==> src/rtl/bram_stream_reader_pkg.sv <==
// rtl/bram_stream_reader_pkg.sv - shared widths, length limit and FSM state type for the BRAM stream reader
package bram_stream_reader_pkg;

    localparam int DEF_ADDR_W = 10;
    localparam int DEF_DATA_W = 8;
    localparam int DEF_LEN_W  = 11;
    localparam int MAX_LEN    = 1024;

    typedef enum logic [1:0] {
        ST_IDLE  = 2'd0,
        ST_FETCH = 2'd1,
        ST_DRAIN = 2'd2,
        ST_DONE  = 2'd3
    } state_e;

endpackage

==> src/rtl/bram_stream_reader_skid_fifo2.sv <==
// rtl/bram_stream_reader_skid_fifo2.sv - two-entry prefetch FIFO with occupancy, registered head
module skid_fifo2 #(
    parameter int W = 9
) (
    input  logic         clk,
    input  logic         rst_n,
    input  logic         push_i,
    input  logic [W-1:0] push_data_i,
    input  logic         pop_i,
    output logic [W-1:0] head_data_o,
    output logic         head_valid_o,
    output logic [1:0]   occ_o
);

    logic [W-1:0] mem_q [2];
    logic         wr_ptr_q;
    logic         rd_ptr_q;
    logic [1:0]   cnt_q;
    logic [1:0]   cnt_d;

    // Occupancy follows push and pop; the caller never pushes into a full FIFO
    always_comb begin
        cnt_d = cnt_q + 2'(push_i) - 2'(pop_i);
    end

    // Storage and pointers; entries are cleared so the head reads 0 out of reset
    always_ff @(posedge clk or negedge rst_n) begin
        if (!rst_n) begin
            mem_q[0] <= '0;
            mem_q[1] <= '0;
            wr_ptr_q <= 1'b0;
            rd_ptr_q <= 1'b0;
            cnt_q    <= 2'd0;
        end else begin
            if (push_i) begin
                mem_q[wr_ptr_q] <= push_data_i;
                wr_ptr_q        <= ~wr_ptr_q;
            end
            if (pop_i) begin
                rd_ptr_q <= ~rd_ptr_q;
            end
            cnt_q <= cnt_d;
        end
    end

    assign head_data_o  = mem_q[rd_ptr_q];
    assign head_valid_o = (cnt_q != 2'd0);
    assign occ_o        = cnt_q;

endmodule

==> src/rtl/bram_stream_reader.sv <==
// rtl/bram_stream_reader.sv - command-driven BRAM port-B byte streamer; BRAM_RDR_CHECKSUM_EN appends a checksum beat
module bram_stream_reader
    import bram_stream_reader_pkg::*;
#(
    parameter int ADDR_W = DEF_ADDR_W,
    parameter int DATA_W = DEF_DATA_W,
    parameter int LEN_W  = DEF_LEN_W
) (
    input  logic              clk,
    input  logic              rst_n,
    input  logic              cmd_valid,
    output logic              cmd_ready,
    input  logic [ADDR_W-1:0] cmd_addr,
    input  logic [LEN_W-1:0]  cmd_len,
    output logic [ADDR_W-1:0] bram_addr,
    input  logic [DATA_W-1:0] bram_dout,
    output logic [DATA_W-1:0] m_data,
    output logic              m_valid,
    input  logic              m_ready,
    output logic              m_last,
    output logic              busy,
    output logic              done
);

    state_e            state_q, state_d;
    logic [LEN_W-1:0]  len_q, len_d;
    logic [LEN_W-1:0]  issue_cnt_q, issue_cnt_d;
    logic [LEN_W-1:0]  beat_cnt_q, beat_cnt_d;
    logic [ADDR_W-1:0] bram_addr_q, bram_addr_d;
    logic              rd_pend_q, rd_pend_d;
    logic              rd_last_q, rd_last_d;
    logic              cmd_ready_q, cmd_ready_d;

    logic [DATA_W-1:0] fifo_data;
    logic              fifo_last;
    logic              fifo_valid;
    logic [1:0]        fifo_occ;
    logic              fifo_pop;

    logic [LEN_W-1:0]  len_clamped;
    logic [LEN_W-1:0]  total_beats;
    logic [2:0]        inflight;
    logic              accept;
    logic              issue;
    logic              issue_last;
    logic              beat_pop;
    logic              final_beat;

    assign accept      = (state_q == ST_IDLE) && cmd_valid && cmd_ready_q;
    assign len_clamped = (cmd_len > LEN_W'(MAX_LEN)) ? LEN_W'(MAX_LEN) : cmd_len;
    assign fifo_pop    = fifo_valid && m_ready;
    assign beat_pop    = m_valid && m_ready;

    // Buffered bytes plus the read in flight, less the byte leaving this cycle,
    // must stay below two so the capture never finds the FIFO full.
    assign inflight    = 3'(fifo_occ) + 3'(rd_pend_q) - 3'(fifo_pop);
    assign issue       = (state_q == ST_FETCH) && (inflight < 3'd2);
    assign issue_last  = (issue_cnt_q == len_q - LEN_W'(1));
    assign final_beat  = beat_pop && (beat_cnt_q == total_beats - LEN_W'(1));

    skid_fifo2 #(
        .W (DATA_W + 1)
    ) u_fifo (
        .clk          (clk),
        .rst_n        (rst_n),
        .push_i       (rd_pend_q),
        .push_data_i  ({rd_last_q, bram_dout}),
        .pop_i        (fifo_pop),
        .head_data_o  ({fifo_last, fifo_data}),
        .head_valid_o (fifo_valid),
        .occ_o        (fifo_occ)
    );

`ifdef BRAM_RDR_CHECKSUM_EN
    logic [DATA_W-1:0] sum_q, sum_d;
    logic              csum_valid_q, csum_valid_d;

    assign total_beats = len_q + LEN_W'(1);
    assign m_valid     = fifo_valid || csum_valid_q;
    assign m_data      = csum_valid_q ? (~sum_q + DATA_W'(1)) : fifo_data;
    assign m_last      = csum_valid_q;

    // Running sum of data beats; the checksum beat is armed once the last data byte leaves
    always_comb begin
        sum_d        = sum_q;
        csum_valid_d = csum_valid_q;
        if (accept) begin
            sum_d        = '0;
            csum_valid_d = (len_clamped == '0);
        end else begin
            if (fifo_pop) begin
                sum_d = sum_q + fifo_data;
                if (fifo_last) begin
                    csum_valid_d = 1'b1;
                end
            end
            if (csum_valid_q && m_ready) begin
                csum_valid_d = 1'b0;
            end
        end
    end

    // Checksum state registers
    always_ff @(posedge clk or negedge rst_n) begin
        if (!rst_n) begin
            sum_q        <= '0;
            csum_valid_q <= 1'b0;
        end else begin
            sum_q        <= sum_d;
            csum_valid_q <= csum_valid_d;
        end
    end
`else
    assign total_beats = len_q;
    assign m_valid     = fifo_valid;
    assign m_data      = fifo_data;
    assign m_last      = fifo_valid && fifo_last;
`endif

    // Next state, read issue, address generation and beat counting
    always_comb begin
        state_d     = state_q;
        len_d       = len_q;
        issue_cnt_d = issue_cnt_q;
        beat_cnt_d  = beat_cnt_q;
        bram_addr_d = bram_addr_q;
        rd_pend_d   = issue;
        rd_last_d   = issue && issue_last;

        if (beat_pop) begin
            beat_cnt_d = beat_cnt_q + LEN_W'(1);
        end

        unique case (state_q)
            ST_IDLE: begin
                if (accept) begin
                    len_d       = len_clamped;
                    bram_addr_d = cmd_addr;
                    issue_cnt_d = '0;
                    beat_cnt_d  = '0;
                    if (len_clamped == '0) begin
`ifdef BRAM_RDR_CHECKSUM_EN
                        state_d = ST_DRAIN;
`else
                        state_d = ST_DONE;
`endif
                    end else begin
                        state_d = ST_FETCH;
                    end
                end
            end
            ST_FETCH: begin
                if (issue) begin
                    bram_addr_d = bram_addr_q + ADDR_W'(1);
                    issue_cnt_d = issue_cnt_q + LEN_W'(1);
                    if (issue_last) begin
                        state_d = ST_DRAIN;
                    end
                end
            end
            ST_DRAIN: begin
                if (final_beat) begin
                    state_d = ST_DONE;
                end
            end
            ST_DONE: begin
                state_d = ST_IDLE;
            end
            default: begin
                state_d = ST_IDLE;
            end
        endcase

        cmd_ready_d = (state_d == ST_IDLE);
    end

    // Control registers; reset abandons any stream in progress
    always_ff @(posedge clk or negedge rst_n) begin
        if (!rst_n) begin
            state_q     <= ST_IDLE;
            len_q       <= '0;
            issue_cnt_q <= '0;
            beat_cnt_q  <= '0;
            bram_addr_q <= '0;
            rd_pend_q   <= 1'b0;
            rd_last_q   <= 1'b0;
            cmd_ready_q <= 1'b0;
        end else begin
            state_q     <= state_d;
            len_q       <= len_d;
            issue_cnt_q <= issue_cnt_d;
            beat_cnt_q  <= beat_cnt_d;
            bram_addr_q <= bram_addr_d;
            rd_pend_q   <= rd_pend_d;
            rd_last_q   <= rd_last_d;
            cmd_ready_q <= cmd_ready_d;
        end
    end

    assign cmd_ready = cmd_ready_q;
    assign bram_addr = bram_addr_q;
    assign busy      = (state_q == ST_FETCH) || (state_q == ST_DRAIN);
    assign done      = (state_q == ST_DONE);

endmodule

==> config.mk <==
export PLATFORM = sky130hd
export DESIGN_NAME = bram_stream_reader
export DESIGN_NICKNAME = d
export VERILOG_FILES = /design/src/rtl/bram_stream_reader_pkg.sv /design/src/rtl/bram_stream_reader_skid_fifo2.sv /design/src/rtl/bram_stream_reader.sv
export SDC_FILE = /design/constraint.sdc
export NUM_CORES = 1
export LEC_CHECK = 0
export CORE_MARGIN = 2
export CORE_UTILIZATION = 40
export CTS_CLUSTER_DIAMETER = 150
export CTS_CLUSTER_SIZE = 8
export DETAILED_ROUTE_END_ITERATION = 6
export REMOVE_ABC_BUFFERS = 1
export SLEW_MARGIN = 10
export SYNTH_ARGS = -nofsm -noshare
export SYNTH_HDL_FRONTEND = slang
export SYNTH_HIERARCHICAL = 1
export SYNTH_SLANG_ARGS = --single-unit
==> constraint.sdc <==
create_clock -name clk -period 4.2 [get_ports clk]
set_input_delay 1.26 -clock clk [delete_from_list [all_inputs] [get_ports clk]]
set_output_delay 1.26 -clock clk [all_outputs]
set_load 0.02 [all_outputs]
* Yosys cells after proc, flatten, opt, wreduce, memory -nomap -nowiden
Index checks and enable logic that the tools add are counted.
Widths: inputs -> output; s select.
** Storage, ports and cells
- Logic and storage cells :: 75
- Bits of input ports :: 33
- Register bits after elaboration :: 70
- Output and inout port bits :: 23
** Cells by class
- Bitwise gates (word level) :: 4
- Reduce and logical (&&, ||, !) cells :: 16
- Magnitude comparators :: 5
- Muxes and demuxes :: 22
- Equal/unequal tests :: 7
- Add/sub/neg operators :: 8
** Operators by type and width (number)
- $mux 11 :: 6
- $mux 9 :: 4
- $add 11x1->11 const B :: 2
- $eq 11x11->1 :: 2
- $pmux 11 s2 :: 1
- $mux 10 :: 2
- $pmux 10 s2 :: 1
- $bwmux 18 :: 1
- $gt 11x11->1 const B :: 1
- $logic_not 11->1 :: 1
- $sub 11x1->11 const B :: 1
- $add 10x1->10 const B :: 1
- $mux 2 :: 5
- $demux 9 s1 :: 1
- $logic_and 1x1->1 :: 8
- $pmux 2 s4 :: 1
- $eq 2x2->1 const B :: 2
- $ge 2x2->1 const B :: 2
- $logic_not 2->1 :: 2
- $ne 2x2->1 const B :: 2
- $not 1->2 :: 2
- $reduce_bool 2->1 :: 2
- $add 2x1->3 :: 1
- $lt 3x2->1 const B :: 1
- 9 further kinds :: 10

* Longest topological paths before layout
- Depth after elaboration :: 8
- Depth in mapped cells :: 14
- Mapped depth without buffers :: 11

* By module
Netlist, hierarchy kept.
** Modules (own cells, without submodules)
- bram_stream_reader :: times used 1, cells an instance 335, sequential area each 1201.2 µm², area each 3060.4 µm²
- skid_fifo2 :: times used 1, cells an instance 62, sequential area each 550.5 µm², area each 993.5 µm²

* Worst setup path before layout
Ideal clock, no wire load.
- Path kind :: input port to flip-flop
- Start point :: input port m_ready
- End point :: register state_q[0]
- Data required time :: 4.069 ns
- Arrival :: 3.732 ns
- Stages :: 11
- Path slack :: 0.338 ns
- Buffers on the path :: 1
- Cell sequence :: and2_1 -> clkbuf_1 -> ha_1 -> nor2b_1 -> fa_1 -> nand2b_1 -> nor4_1 -> nand4_1 -> a2111o_1 -> nor4_4 -> a21oi_1
** Between the ends
- Cells in the longest elaborated chain, start to end :: 6
- Elaborated cells between the ends (all ways) :: 8
** RTL lines
- start, declared :: line bram_stream_reader.sv:19 : input logic m_ready,
- $logic_and 1x1->1 (*) :: line bram_stream_reader.sv:52 : assign beat_pop = m_valid && m_ready;
- via beat_pop :: line bram_stream_reader.sv:46 : logic beat_pop;
- $sub 3x1->3 :: line bram_stream_reader.sv:56 : assign inflight = 3'(fifo_occ) + 3'(rd_pend_q) - 3'(fifo_pop);
- $lt 3x2->1 :: line bram_stream_reader.sv:57 : assign issue = (state_q == ST_FETCH) && (inflight < 3'd2);
- $logic_and 1x1->1 :: line bram_stream_reader.sv:57
- $mux 2 :: line bram_stream_reader.sv:153 : if (issue) begin
- $pmux 2 s4 (*) :: line bram_stream_reader.sv:134 : unique case (state_q)
- via state_d[0] :: line bram_stream_reader.sv:25 : state_e state_q, state_d;
- end signal, assigned :: line bram_stream_reader.sv:189 : state_q <= state_d;
- end, declared :: line bram_stream_reader.sv:25
The timed path passes the listed nets; every way through them passes the cells marked *.
A chain may end at the register's enable or synchronous reset.

* Final worst setup path
- Start point :: input port m_ready
- End point :: register cmd_ready_q (netlist: cmd_ready)
** Between the ends
- Cells in the longest elaborated chain, start to end :: 7
- Elaborated cells between the ends (all ways) :: 9
** RTL lines
- $logic_and 1x1->1 (*) :: line bram_stream_reader.sv:51, bram_stream_reader.sv:52
- $sub 3x1->3 :: line bram_stream_reader.sv:56
- $lt 3x2->1 :: line bram_stream_reader.sv:57
- $logic_and 1x1->1 :: line bram_stream_reader.sv:57
- $mux 2 :: line bram_stream_reader.sv:153
- $pmux 2 s4 (*) :: line bram_stream_reader.sv:134
- $logic_not 2->1 (*) :: line bram_stream_reader.sv:174 : cmd_ready_d = (state_d == ST_IDLE);
- via cmd_ready_d :: line bram_stream_reader.sv:32 : logic cmd_ready_q, cmd_ready_d;
- end signal, assigned :: line bram_stream_reader.sv:196 : cmd_ready_q <= cmd_ready_d;
- end, declared :: line bram_stream_reader.sv:32
Marks and branches as above.

==> results.toml <==
[routing]
drt_drc_violations_left = 0
dr_total_vias = 3115
drtIter0Drc = 91
post_drt_wl_per_cell_um = 14.9
dr.pass1.iters = 4
postRouteAntennaNets = 0
via_per_inst = 5.29
routed_wl_mm = 8.80

[floorplanning]
row_count = 36
dieArea_sq_um = 11000
die_x_um = 105
initial_core_util_pct = 41.3
die_h_um = 105
io_pins = 56
coreArea_sq_um = 9820

[grt]
met2_usage_pct = 26.6
grt_pass1_vias = 3090
grt_usage_pct = 16.9
grt_first_pass_wirelength_mm = 15.0
gr-usage-met3_pct = 3.93
overflow = 0
grt_max_degree = 43
grt_use_met1_pct = 23.5
grt_antenna_before_repair = 0
grt.busiest_layer = "met2"

[hold_path]
hold_path_class = "reg -> reg"

[clocking]
clock_sinks = 70
clk_path_buf_depth = 2
post_cts_resized = 0
clk_latency_ns = 0.36
cts_max_level = 3
root_buffer = "clkbuf_8"
clk_pin_slew_ns = 0.09
hold_buffers = 0
cts_tree = "done"
numCtsBuffers = 9
cts_setup_buffers = 0

[final_layout]
final_area_sq_um = 4960
nNetsFinal = 496
nFillCells = 914
ff_latch_area_sq_um = 1750
synthToLayoutAreaGrowth_pct = 22.4
multi_input_area_sq_um = 2140
n_antenna_cell = 0
final_cell_mix = "70 x dfrtp_1, 54 x clkdlybuf4s50_1, 33 x nand2_1"
layout-drive-gt1-share_pct = 14.0
layout_commonest_cell = "dfrtp_1"
fin_util_pct = 50.5

[synth]
synth_ff_type = "dfrtp_1"
yosys_warnings = 6
netlist_area_sq_um = 4050
synth_area_per_cell_sq_um = 10.2
syn_inst = 397
ys_ff_latch = 70
synth_edf_count = 0
ys_seq_area_share_pct = 43.2
synth-async-reset-ratio_pct = 100
synth.distinct_cells = 52

[sta]
worst_pin_slew_ns = 0.899
slew_headroom_pct = 40.1
hold_viol_final = 0
post-route-period-util_pct = 94.1
period_minus_slack_ns = 3.95
worst_clock_skew_ns = 0.0147
setup_viol = 0
timing.fmax_mhz = 253
rsz0062_at_grt = "false"
drv_slew = 0

[power]
p_per_area_nw_per_um2 = 775
internal_power_w = 0.00227
clkPwrFrac_pct = 16.5
peakVddDrop_mv = 0.327
combPwrFrac_pct = 50.8
power_leakage_nw = 2.16
switching_share_pct = 41.1
p_seq_share_pct = 32.7
switchingPower_w = 0.00158

[placed_design]
portBuffers = 55
dp_hpwl_mm = 6.29
gp_congestion = 0.863
dpl_cell_area_sq_um = 4730

[critical_path]
cp.required_ns = 4.42
cp_max_fo = 4
crit_buf_inv = 1
end_kind = "flop"
cpMaxStageDelayCell = "clkdlybuf4s50_1"
cp-start-kind = "primary input"
crit_chain = "clkdlybuf4s50_1, and2_1, ha_1, nor2b_1, fa_1, nand2b_1, nor4_1, nand4_1, a2111o_1, nor4_4, a21oi_1"
cpPeakStageDelay_ns = 0.46
crit_arrival_ns = 4.17
path_class = "in -> reg"
cp_top_family = "simple AND/OR/NAND/NOR gates"

[status]
status = "finished clean"

[job]
cap_violations = 0
[stage by stage]
step | power [W] | cells | setup TNS, ns | setup WS, ns | hold slack (ns)
final | 0.00384 | 589 | 0 | 0.250 | 0.509
after global routing | 0.00414 | 589 | 0 | 0.0477 | 0.529
after CTS | 0.00387 | 589 | 0 | 0.271 | 0.510
after detailed placement | 0.00322 | 573 | -0.265 | -0.0747 | 0.492
after global placement | 0.00318 | 573 | -0.0889 | -0.0323 | 0.481
after floorplan | 0.00256 | 375 | 0 | 0.209 | 0.474
[registers in the layout, summed over array words and instances (netlist names), 2 cells and up]
signal        cells
beat_cnt_q       11
bram_addr        10
u_fifo/occ_o      2
state_q           2
u_fifo/mem_q     18
len_q            11
issue_cnt_q      11
[per-layer routing]
metal / up-vias / part of all wire (%)
li1: 1525 / -
met1: 1513 / 49
met2: 64 / 46
met3: 13 / 3.9
met4: 0 / 1.3
met5: - / 0
[power by group through the flow]
stage / Clock (W) / Sequential, W / Combinational (W)
after global routing: 0.000677 / 0.00131 / 0.00215
after floorplan: 0 / 0.00124 / 0.00132
after global placement: 0 / 0.00126 / 0.00192
final: 0.000632 / 0.00126 / 0.00195
after detailed placement: 0 / 0.00127 / 0.00195
after CTS: 0.000650 / 0.00126 / 0.00197
[cell usage after synthesis (all sizes together) (9+ instances only)]
| cell | count | area, sq um |
|---|---|---|
| dfrtp | 70 | 1750 |
| nand2 | 34 | 130 |
| mux2 | 27 | 338 |
| xnor2 | 22 | 193 |
| o21ai | 21 | 105 |
| a21oi | 18 | 90.1 |
| nand3 | 18 | 90.1 |
| nor2 | 18 | 67.6 |
| xor2 | 18 | 158 |
| inv | 14 | 52.6 |
| and3 | 13 | 81.3 |
| clkbuf | 13 | 48.8 |
| ha | 11 | 138 |
| buf | 9 | 61.3 |
| nor4 | 9 | 83.8 |
| o22ai | 9 | 56.3 |
[worst paths after layout]
| check | slack, ns | cells past startpoint | endpoint | start |
|---|---|---|---|---|
| min in group asynchronous | 0.91 | 2 | bram_addr[5]$_DFFE_PN0P_ | rst_n |
| worst max register to register | 0.80 | 11 | cmd_ready$_DFF_PN0_ | u_fifo/occ_o[1]$_DFF_PN0_ |
| worst max-delay path | 0.25 | 11 | cmd_ready$_DFF_PN0_ | m_ready |
| worst min register to register | 0.51 | 1 | u_fifo/mem_q[7]$_DFFE_PN0P_ | u_fifo/mem_q[7]$_DFFE_PN0P_ |
| max in group asynchronous | 2.85 | 2 | beat_cnt_q[4]$_DFF_PN0_ | rst_n |
| worst min-delay path | 0.51 | 1 | u_fifo/mem_q[7]$_DFFE_PN0P_ | u_fifo/mem_q[7]$_DFFE_PN0P_ |
[cells by family after synthesis]
group | synth area share [%]
adders and majority gates | 3.89
muxes | 9.32
DFF | 43.2
xor gates and xnor gates | 9.75
buffers and inverters | 4.01
and+or+nand+nor | 18.4
AOI/OAI and AO/OA | 11.4
[cell type report]
type	count	share of cell area [%]
multi-input cells	291	43.1
repair buffers	65	12.5
clock inverters	6	1.89
well taps	133	3.35
clock buffers	10	2.77
inverters	14	1.06
flip-flops and latches	70	35.3
(Power assumes the default switching activity.)
